File: src/rtl/code_decoder_stream_pkg.sv
// rtl/code_decoder_stream_pkg.sv - shared widths, skid state enum and decode helper
package code_dec_pkg;

  localparam int CODE_W_DEF = 3;
  localparam int OUT_W_DEF  = 1 << CODE_W_DEF;

  typedef enum logic [1:0] {
    EMPTY = 2'd0,
    ONE   = 2'd1,
    TWO   = 2'd2
  } dec_state_e;

  // Binary code to one-hot word; a disabled decode yields no bit set.
  function automatic logic [OUT_W_DEF-1:0] onehot_of(input logic [CODE_W_DEF-1:0] code,
                                                     input logic en);
    logic [OUT_W_DEF-1:0] w;
    w = '0;
    if (en) w[code] = 1'b1;
    return w;
  endfunction

endpackage

File: src/rtl/code_decoder_stream_if.sv
// rtl/code_decoder_stream_if.sv - code input and one-hot output handshake bundle
interface code_decoder_stream_if #(
  parameter int CODE_W = 3
);
  localparam int OUT_W = 1 << CODE_W;

  logic              in_valid;
  logic              in_ready;
  logic [CODE_W-1:0] in_code;
  logic              in_en;
  logic              out_valid;
  logic              out_ready;
  logic [OUT_W-1:0]  out_onehot;

  modport master (
    output in_valid, in_code, in_en, out_ready,
    input  in_ready, out_valid, out_onehot
  );

  modport slave (
    input  in_valid, in_code, in_en, out_ready,
    output in_ready, out_valid, out_onehot
  );

endinterface

File: src/rtl/code_decoder_stream_skid.sv
// rtl/code_decoder_stream_skid.sv - two-slot skid buffer with registered ready
module code_dec_skid
  import code_dec_pkg::*;
#(
  parameter int W = 8
) (
  input  logic         clk,
  input  logic         rst,
  input  logic         in_valid_i,
  output logic         in_ready_o,
  input  logic [W-1:0] in_data_i,
  output logic         out_valid_o,
  input  logic         out_ready_i,
  output logic [W-1:0] out_data_o
);

  dec_state_e   state_q, state_d;
  logic         ready_q;
  logic [W-1:0] out_q, out_d;
  logic [W-1:0] skid_q, skid_d;
  logic         accept, emit;

  assign accept = in_valid_i & ready_q;
  assign emit   = (state_q != EMPTY) & out_ready_i;

  // State, ready and slot registers; reset drops any held words.
  always_ff @(posedge clk) begin
    if (rst) begin
      state_q <= EMPTY;
      ready_q <= 1'b1;
      out_q   <= '0;
      skid_q  <= '0;
    end else begin
      state_q <= state_d;
      ready_q <= (state_d != TWO);
      out_q   <= out_d;
      skid_q  <= skid_d;
    end
  end

  // Occupancy transitions driven by accept/emit.
  always_comb begin
    state_d = state_q;
    case (state_q)
      EMPTY:   if (accept) state_d = ONE;
      ONE: begin
        if (accept && !emit)      state_d = TWO;
        else if (!accept && emit) state_d = EMPTY;
      end
      TWO:     if (emit) state_d = ONE;
      default: state_d = EMPTY;
    endcase
  end

  // Slot contents; the output slot is cleared when it empties so idle output reads zero.
  always_comb begin
    out_d  = out_q;
    skid_d = skid_q;
    case (state_q)
      EMPTY: if (accept) out_d = in_data_i;
      ONE: begin
        if (accept && emit) out_d = in_data_i;
        else if (accept)    skid_d = in_data_i;
        else if (emit)      out_d = '0;
      end
      TWO: begin
        if (emit) begin
          out_d  = skid_q;
          skid_d = '0;
        end
      end
      default: begin
        out_d  = '0;
        skid_d = '0;
      end
    endcase
  end

  // Outputs come straight from registers.
  always_comb begin
    in_ready_o  = ready_q;
    out_valid_o = (state_q != EMPTY);
    out_data_o  = out_q;
  end

endmodule

File: src/rtl/code_decoder_stream.sv
// rtl/code_decoder_stream.sv - streaming code-to-one-hot decoder; CODE_DEC_STATS_EN adds per-code emit counters
module code_decoder_stream
  import code_dec_pkg::*;
#(
  parameter int CODE_W = CODE_W_DEF,
  parameter int CNT_W  = 16
) (
  input  logic                  clk,
  input  logic                  rst,
  code_decoder_stream_if.slave  bus,
  input  logic [CODE_W-1:0]     stat_sel,
  output logic [CNT_W-1:0]      stat_cnt
);

  localparam int OUT_W = 1 << CODE_W;

  logic [OUT_W-1:0] word;
  logic [OUT_W-1:0] out_word;
  logic             out_valid_w;
  logic             in_ready_w;

  if (CODE_W == CODE_W_DEF) begin : g_pkg_dec
    assign word = onehot_of(bus.in_code, bus.in_en);
  end else begin : g_gen_dec
    assign word = bus.in_en ? (OUT_W'(1) << bus.in_code) : '0;
  end

  code_dec_skid #(.W(OUT_W)) u_skid (
    .clk         (clk),
    .rst         (rst),
    .in_valid_i  (bus.in_valid),
    .in_ready_o  (in_ready_w),
    .in_data_i   (word),
    .out_valid_o (out_valid_w),
    .out_ready_i (bus.out_ready),
    .out_data_o  (out_word)
  );

  assign bus.in_ready   = in_ready_w;
  assign bus.out_valid  = out_valid_w;
  assign bus.out_onehot = out_word;

`ifdef CODE_DEC_STATS_EN
  logic [OUT_W-1:0][CNT_W-1:0] cnt_q, cnt_d;
  logic                        emit;

  assign emit = out_valid_w & bus.out_ready;

  // Bump the counter of the emitted word's set bit, holding at all-ones.
  always_comb begin
    cnt_d = cnt_q;
    if (emit) begin
      for (int i = 0; i < OUT_W; i++) begin
        if (out_word[i] && (cnt_q[i] != {CNT_W{1'b1}})) cnt_d[i] = cnt_q[i] + 1'b1;
      end
    end
  end

  // Counter registers.
  always_ff @(posedge clk) begin
    if (rst) cnt_q <= '0;
    else     cnt_q <= cnt_d;
  end

  assign stat_cnt = cnt_q[stat_sel];
`else
  logic unused_stat_sel;
  assign unused_stat_sel = ^stat_sel;
  assign stat_cnt        = '0;
`endif

endmodule

File: src/flat_wrapper.sv
// flat-port wrapper written by rule: the top's interface ports become plain ports
module code_decoder_stream_flat import code_dec_pkg::*;
#(
  parameter int CODE_W = CODE_W_DEF,
  parameter int CNT_W  = 16
)
  (clk, rst, stat_sel, stat_cnt, bus_in_valid, bus_in_code, bus_in_en, bus_out_ready, bus_in_ready, bus_out_valid, bus_out_onehot);
  code_decoder_stream_if #(.CODE_W(CODE_W)) bus_i ();
  input  logic clk;
  input  logic rst;
  input  logic [CODE_W-1:0] stat_sel;
  output logic [CNT_W-1:0] stat_cnt;
  input wire logic [$bits(bus_i.in_valid)-1:0] bus_in_valid;
  input wire logic [$bits(bus_i.in_code)-1:0] bus_in_code;
  input wire logic [$bits(bus_i.in_en)-1:0] bus_in_en;
  input wire logic [$bits(bus_i.out_ready)-1:0] bus_out_ready;
  output wire logic [$bits(bus_i.in_ready)-1:0] bus_in_ready;
  output wire logic [$bits(bus_i.out_valid)-1:0] bus_out_valid;
  output wire logic [$bits(bus_i.out_onehot)-1:0] bus_out_onehot;
  assign bus_i.in_valid = bus_in_valid;
  assign bus_i.in_code = bus_in_code;
  assign bus_i.in_en = bus_in_en;
  assign bus_i.out_ready = bus_out_ready;
  assign bus_in_ready = bus_i.in_ready;
  assign bus_out_valid = bus_i.out_valid;
  assign bus_out_onehot = bus_i.out_onehot;
  code_decoder_stream #(.CODE_W(CODE_W), .CNT_W(CNT_W)) u_core (.clk(clk), .rst(rst), .bus(bus_i), .stat_sel(stat_sel), .stat_cnt(stat_cnt));
endmodule
File: config.mk
export PLATFORM = sky130hd
export DESIGN_NAME = code_decoder_stream_flat
export DESIGN_NICKNAME = d
export VERILOG_FILES = /design/src/rtl/code_decoder_stream_pkg.sv /design/src/rtl/code_decoder_stream_if.sv /design/src/rtl/code_decoder_stream_skid.sv /design/src/rtl/code_decoder_stream.sv /design/src/flat_wrapper.sv
export SDC_FILE = /design/constraint.sdc
export NUM_CORES = 1
export LEC_CHECK = 0
export ABC_CLOCK_PERIOD_IN_PS = 1300
export CORE_ASPECT_RATIO = 2
export CORE_MARGIN = 4
export CORE_UTILIZATION = 41
export CTS_CLUSTER_SIZE = 12
export DETAILED_ROUTE_END_ITERATION = 16
export GPL_TIMING_DRIVEN = 0
export PLACE_DENSITY = 0.77
export SLEW_MARGIN = 20
export SYNTH_ARGS = -nofsm -noshare
export SYNTH_HDL_FRONTEND = slang
export SYNTH_SLANG_ARGS = --single-unit
File: constraint.sdc
create_clock -name clk -period 1.3 [get_ports clk]
set_input_delay 0.26 -clock clk [delete_from_list [all_inputs] [get_ports clk]]
set_output_delay 0.26 -clock clk [all_outputs]
set_load 0.005 [all_outputs]
---- Word-level counts from Yosys, hierarchy flattened ----
Cells that the tools add are included.
word-level totals
  input bits .............................. 11
  register bits ........................... 19
operators by class
  $lt $le $gt $ge ......................... 2
  equality and inequality tests ........... 9
  reduce and logical (&&, ||, !) cells .... 10
  multiplexer cells ....................... 16
  bitwise operators ....................... 3
operator list
  cell                number
  $mux 8              7
  $pmux 8 s3          2
  $ne 2x2->1 const B  5
  $mux 2              4
  $reduce_and 4->1    2
  $ne 3x3->1 const B  2
  $pmux 2 s3          1
  $logic_and 1x1->1   4
  $lt 3x4->1 const B  1
  $demux 1 s3         1
  $ge 3x1->1 const B  1
  $and 1x1->1         2
  $eq 2x1->1 const B  1
  $eq 2x2->1 const B  1
  $logic_not 1->1     2
  $logic_not 2->1     1
  $reduce_bool 2->1   1
  $mux 1              1
  $not 1->1           1

---- Logic depth before layout (Yosys ltp) ----
  depth after elaboration ................. 8
  gate-level depth with buffers ........... 6
  gate-level depth less buffers ........... 4

---- Hierarchy ----
A second synthesis with hierarchy kept.
unflattened totals
  cells, all modules ...................... 133
  area, all modules ....................... 1257.5 um2
modules (own cells, without submodules)
  module               times used  area each (um2)  cells an instance  seq. area each (um2)
  code_dec_skid        1           1038.5           108                380.4
  code_decoder_stream  1           219.0            25                 0.0

---- Least setup slack after synthesis ----
Ideal clock, no wire load.
  kind .................................... reg-to-reg
  start ................................... register u_core.u_skid.state_q[1]
  end ..................................... register u_core.u_skid.out_q[2] (netlist: u_core.u_skid.out_data_o[2])
  path buffers ............................ 1
  data required time ...................... 1.183 ns
  stages on the path, launching flop included .. 6
  setup time .............................. 0.117 ns
  slack ................................... -0.026 ns
  clock period less this slack ............ 1.326 ns
  arrival ................................. 1.209 ns
  cells stage by stage .................... dfxtp_1 -> buf_6 -> and3b_2 -> a21oi_2 -> a22o_4 -> a22o_1
on the way
  word-level cells in the longest chain between the ends .. 5
  elaborated cells between the ends (all ways) .. 13
  those cells by class .................... 6 x eq/ne; 2 x mux; 1 x bitwise; 4 x reduce/logical
RTL lines
  element                                                                 RTL line                        source
  from (decl)                                                             code_decoder_stream_skid.sv:17  dec_state_e state_q, state_d;
  from (signal assigned)                                                  code_decoder_stream_skid.sv:34  state_q <= state_d;
  $reduce_bool 2->1                                                       code_decoder_stream_skid.sv:24  assign emit = (state_q != EMPTY) & out_ready_i;
  $and 1x1->1                                                             code_decoder_stream_skid.sv:24
  $logic_and 1x1->1                                                       code_decoder_stream_skid.sv:62  if (accept && emit) out_d = in_data_i;
  $ne 3x3->1 (no source line) / $mux 8 (equally long branches)            n/a
  $reduce_and 4->1 (no source line) / $pmux 8 s3 (equally long branches)  n/a
  to (signal assigned)                                                    code_decoder_stream_skid.sv:36  out_q <= out_d;
  to (decl)                                                               code_decoder_stream_skid.sv:19  logic [W-1:0] out_q, out_d;
Several ways; a longest one is shown, not always the timed one.
A chain may end at the register's enable or synchronous reset.

---- Final worst setup path ----
  start ................................... register u_core.u_skid.state_q[0]
  end ..................................... register u_core.u_skid.out_q[2] (netlist: u_core.u_skid.out_data_o[2])
The elaborated chain is that of the path after synthesis.

==> impl_metrics.env <==
export IMPL_dpl_instance_area_um2=1390
export IMPL_pwr_share_seq_pct=45.0
export IMPL_ios=37
export IMPL_die_w_um=45.2
export IMPL_rrSetupSlack_ns=-0.12
export IMPL_routed_via_density=5.41
export IMPL_p_int_mw=0.976
export IMPL_crit_chain="buf_6 > or4b_4 > nor2_1 > a221o_1 > a22o_1"
export IMPL_htreeDepth=1
export IMPL_wire_per_inst_um=14.7
export IMPL_grt_max_degree=11
export IMPL_cpPeakStageDelay_ns=0.55
export IMPL_drc=0
export IMPL_combinationalPowerShare_pct=24.2
export IMPL_ys_seq_area_share_pct=33.4
export IMPL_cts_max_path_buffers=2
export IMPL_ys_seq_elements=19
export IMPL_finalSetupViolations=10
export IMPL_rows=26
export IMPL_via_count=1088
export IMPL_failed_checks="setup timing"
export IMPL_switching_share_pct=26.8
export IMPL_synth_ff_type="dfxtp_1"
export IMPL_p_sw_mw=0.357
export IMPL_maxCapViolations=0
export IMPL_clock_skew_ns=0.00184
export IMPL_syn_avg_cell_area_um2=8.82
export IMPL_p_clk_share_pct=30.7
export IMPL_cts_sinks=19
export IMPL_drt_initial_drc_count=48
export IMPL_cp_required_ns=1.50
export IMPL_period_needed_ns=1.42
export IMPL_hpwl_um=2190
export IMPL_rsz0062_at_grt="yes"
export IMPL_globalplace_congestion=0.833
export IMPL_reg2reg_depth=5
export IMPL_globalRouteOverflowTotal=0
export IMPL_crit_path_top_delay_cell="or4b_4"
export IMPL_clkLatencyLatePin_ns=0.26
export IMPL_antenna_found_initial=0
export IMPL_syn_inst=129
export IMPL_cp_start_kind="flip-flop"
export IMPL_first_pass_iters=4
export IMPL_hold_viol=0
export IMPL_slew_violations=0
export IMPL_nets=185
export IMPL_fmax_mhz=704
export IMPL_root_buffer="clkbuf_8"
export IMPL_reg2reg_to="u_core.u_skid.out_data_o[2]"
export IMPL_synth_edf_count=0
export IMPL_utilization_pct=62.0
export IMPL_peakVddDrop_uv=563
export IMPL_die_area_um2=3730
export IMPL_n_fill_cell=236
export IMPL_fin_area_um2=1610
export IMPL_antenna_left=0
export IMPL_outcome="finished with violations"
export IMPL_die_h_um=82.5
export IMPL_post_route_period_util_pct=109
export IMPL_yosys_warnings=0
export IMPL_ys_types=36
export IMPL_crit_path_end_kind="flip-flop"
export IMPL_coreArea_um2=2600
export IMPL_cts_tree="built"
export IMPL_worstReg2RegStart="u_core.u_skid.state_q[0]"
export IMPL_p_per_area_nw_per_um2=827
export IMPL_wl_um=2960
export IMPL_drive_gt1_share_pct=35.8
export IMPL_cp_arrival_ns=1.62
export IMPL_crit_start="u_core.u_skid.state_q[0]"
export IMPL_leakage_nw=0.752
export IMPL_grt_pass1_vias=1125
export IMPL_crit_end="u_core.u_skid.out_data_o[2]"
export IMPL_clk_pin_slew_worst_paths_ns=0.07
export IMPL_synth_async_reset_ratio_pct=0
export IMPL_grt_use_total_pct=17.5
export IMPL_critPathKind="reg2reg"
export IMPL_synthToLayoutAreaGrowth_pct=41.8
export IMPL_syn_area_um2=1140
export IMPL_cts_buffers=3
export IMPL_grt_pass1_wl_um=4830
export IMPL_worst_slack_ns=-0.121
export IMPL_port_buffers=16
export IMPL_initial_utilization_pct=43.7
export IMPL_hp_class="in2reg"
export IMPL_diodes=0
export IMPL_cp_max_fo=4
==> routing by layer <==
metal	up-vias	part of all wire, %	track usage, %
li1	518	-	-
met5	-	0	0
met2	40	59	33.8
met1	514	32	15.5
met3	16	4.7	3.04
met4	0	3.9	10.9
==> power groups by stage <==
stage / combinational (mW) / sequential [mW] / clock [mW]
after global placement: 0.245 / 0.611 / 0
after detailed placement: 0.251 / 0.612 / 0
after global routing: 0.349 / 0.601 / 0.443
final: 0.323 / 0.600 / 0.410
after floorplan: 0.182 / 0.611 / 0
after CTS: 0.296 / 0.600 / 0.419
==> per-stage QoR <==
step	total power [mW]	setup TNS (ns)	setup slack, ns	std cells	hold WS, ns
6_report	1.33	-0.802	-0.121	201	0.336
5_1_grt	1.39	-1.86	-0.180	201	0.350
4_1_cts	1.31	-0.785	-0.104	201	0.336
3_5_place_dp	0.863	-7.12	-0.480	188	0.468
3_3_place_gp	0.856	-6.30	-0.439	188	0.457
2_1_floorplan	0.793	-0.155	-0.0259	144	0.348
==> sequential cells by signal, indices dropped and copies added, names as in the netlist <==
name / cells
u_core.u_skid.out_data_o: 8
u_core.u_skid.state_q: 2
u_core.u_skid.in_ready_o: 1
u_core.u_skid.skid_q: 8
==> placed cells by master, fill, tap and decap left out, drive strengths merged, types with 5 or more instances in the layout <==
master	n
nor2b	5
a221o	6
dfxtp	19
conb	16
dlygate4sd2	12
a22o	8
clkbuf	5
mux2i	8
nor2	22
nor3	7
buf	33
==> repair_timing <==
item | CTS | global route
endpoints found under the setup margin | 27 | 20
pin swaps | 13 | 8
resized for setup | 39 | 13
hold buffers | 0 | 0
endpoints found under the hold margin | 0 | 0
buffers inserted | 9 | 1
gates cloned | 0 | 0
==> worst min-delay path by stage <==
stage,start,slack [ns],end,cells past startpoint
after floorplan,rst,0.35,u_core.u_skid.state_q[1],1
after global placement,u_core.u_skid.out_data_o[0],0.46,u_core.u_skid.out_data_o[0],1
after detailed placement,u_core.u_skid.out_data_o[0],0.47,u_core.u_skid.out_data_o[0],1
after CTS,bus_out_ready,0.34,u_core.u_skid.state_q[1],2
after global routing,bus_out_ready,0.35,u_core.u_skid.state_q[1],2
final,bus_out_ready,0.34,u_core.u_skid.state_q[1],2
==> cell families (layout without fill, tap and decap cells) <==
group / count (synthesis) / in the layout / share of synthesized area (%)
other: 1 / 16 / 0.330
DFF: 19 / 19 / 33.4
and+or+nand+nor: 51 / 51 / 24.5
muxes: 8 / 8 / 7.04
buffers and inverters: 26 / 55 / 15.4
AOI/OAI and AO/OA: 24 / 24 / 19.3
==> area by class of cell <==
type / instances / area (µm²) / share of cell area [%]
timing repair buffer: 25 / 231 / 14.4
buffer: 24 / 191 / 11.9
multi-input combinational: 99 / 711 / 44.1
sequential: 19 / 392 / 24.3
tap: 28 / 35.0 / 2.17
clock buffer: 4 / 45.0 / 2.79
inverter: 2 / 7.51 / 0.465
==> worst max-delay path, delay by kind of cell, from the launching register on <==
kind / cells / cell delay [ns]
buffers and inverters: 1 / 0.11
and+or+nand+nor: 2 / 0.68
AOI/OAI and AO/OA: 2 / 0.24
DFF: 1 / 0.33
==> cell usage after synthesis, types with 2 or more instances <==
library cell	n	area share (%)
a32oi_1	2	1.5
nand2_1	3	0.99
nor2b_1	5	2.8
o22a_1	2	1.5
a221o_1	6	5.3
nor2_1	22	7.3
a22o_1	7	5.4
inv_1	2	0.66
buf_4	17	11
nand2b_1	2	1.1
mux2i_1	8	7.0
buf_2	5	2.2
nor3_1	6	2.6
dfxtp_1	19	33
nor4_1	2	1.1
Note: power is estimated with default switching activity, not from simulation.
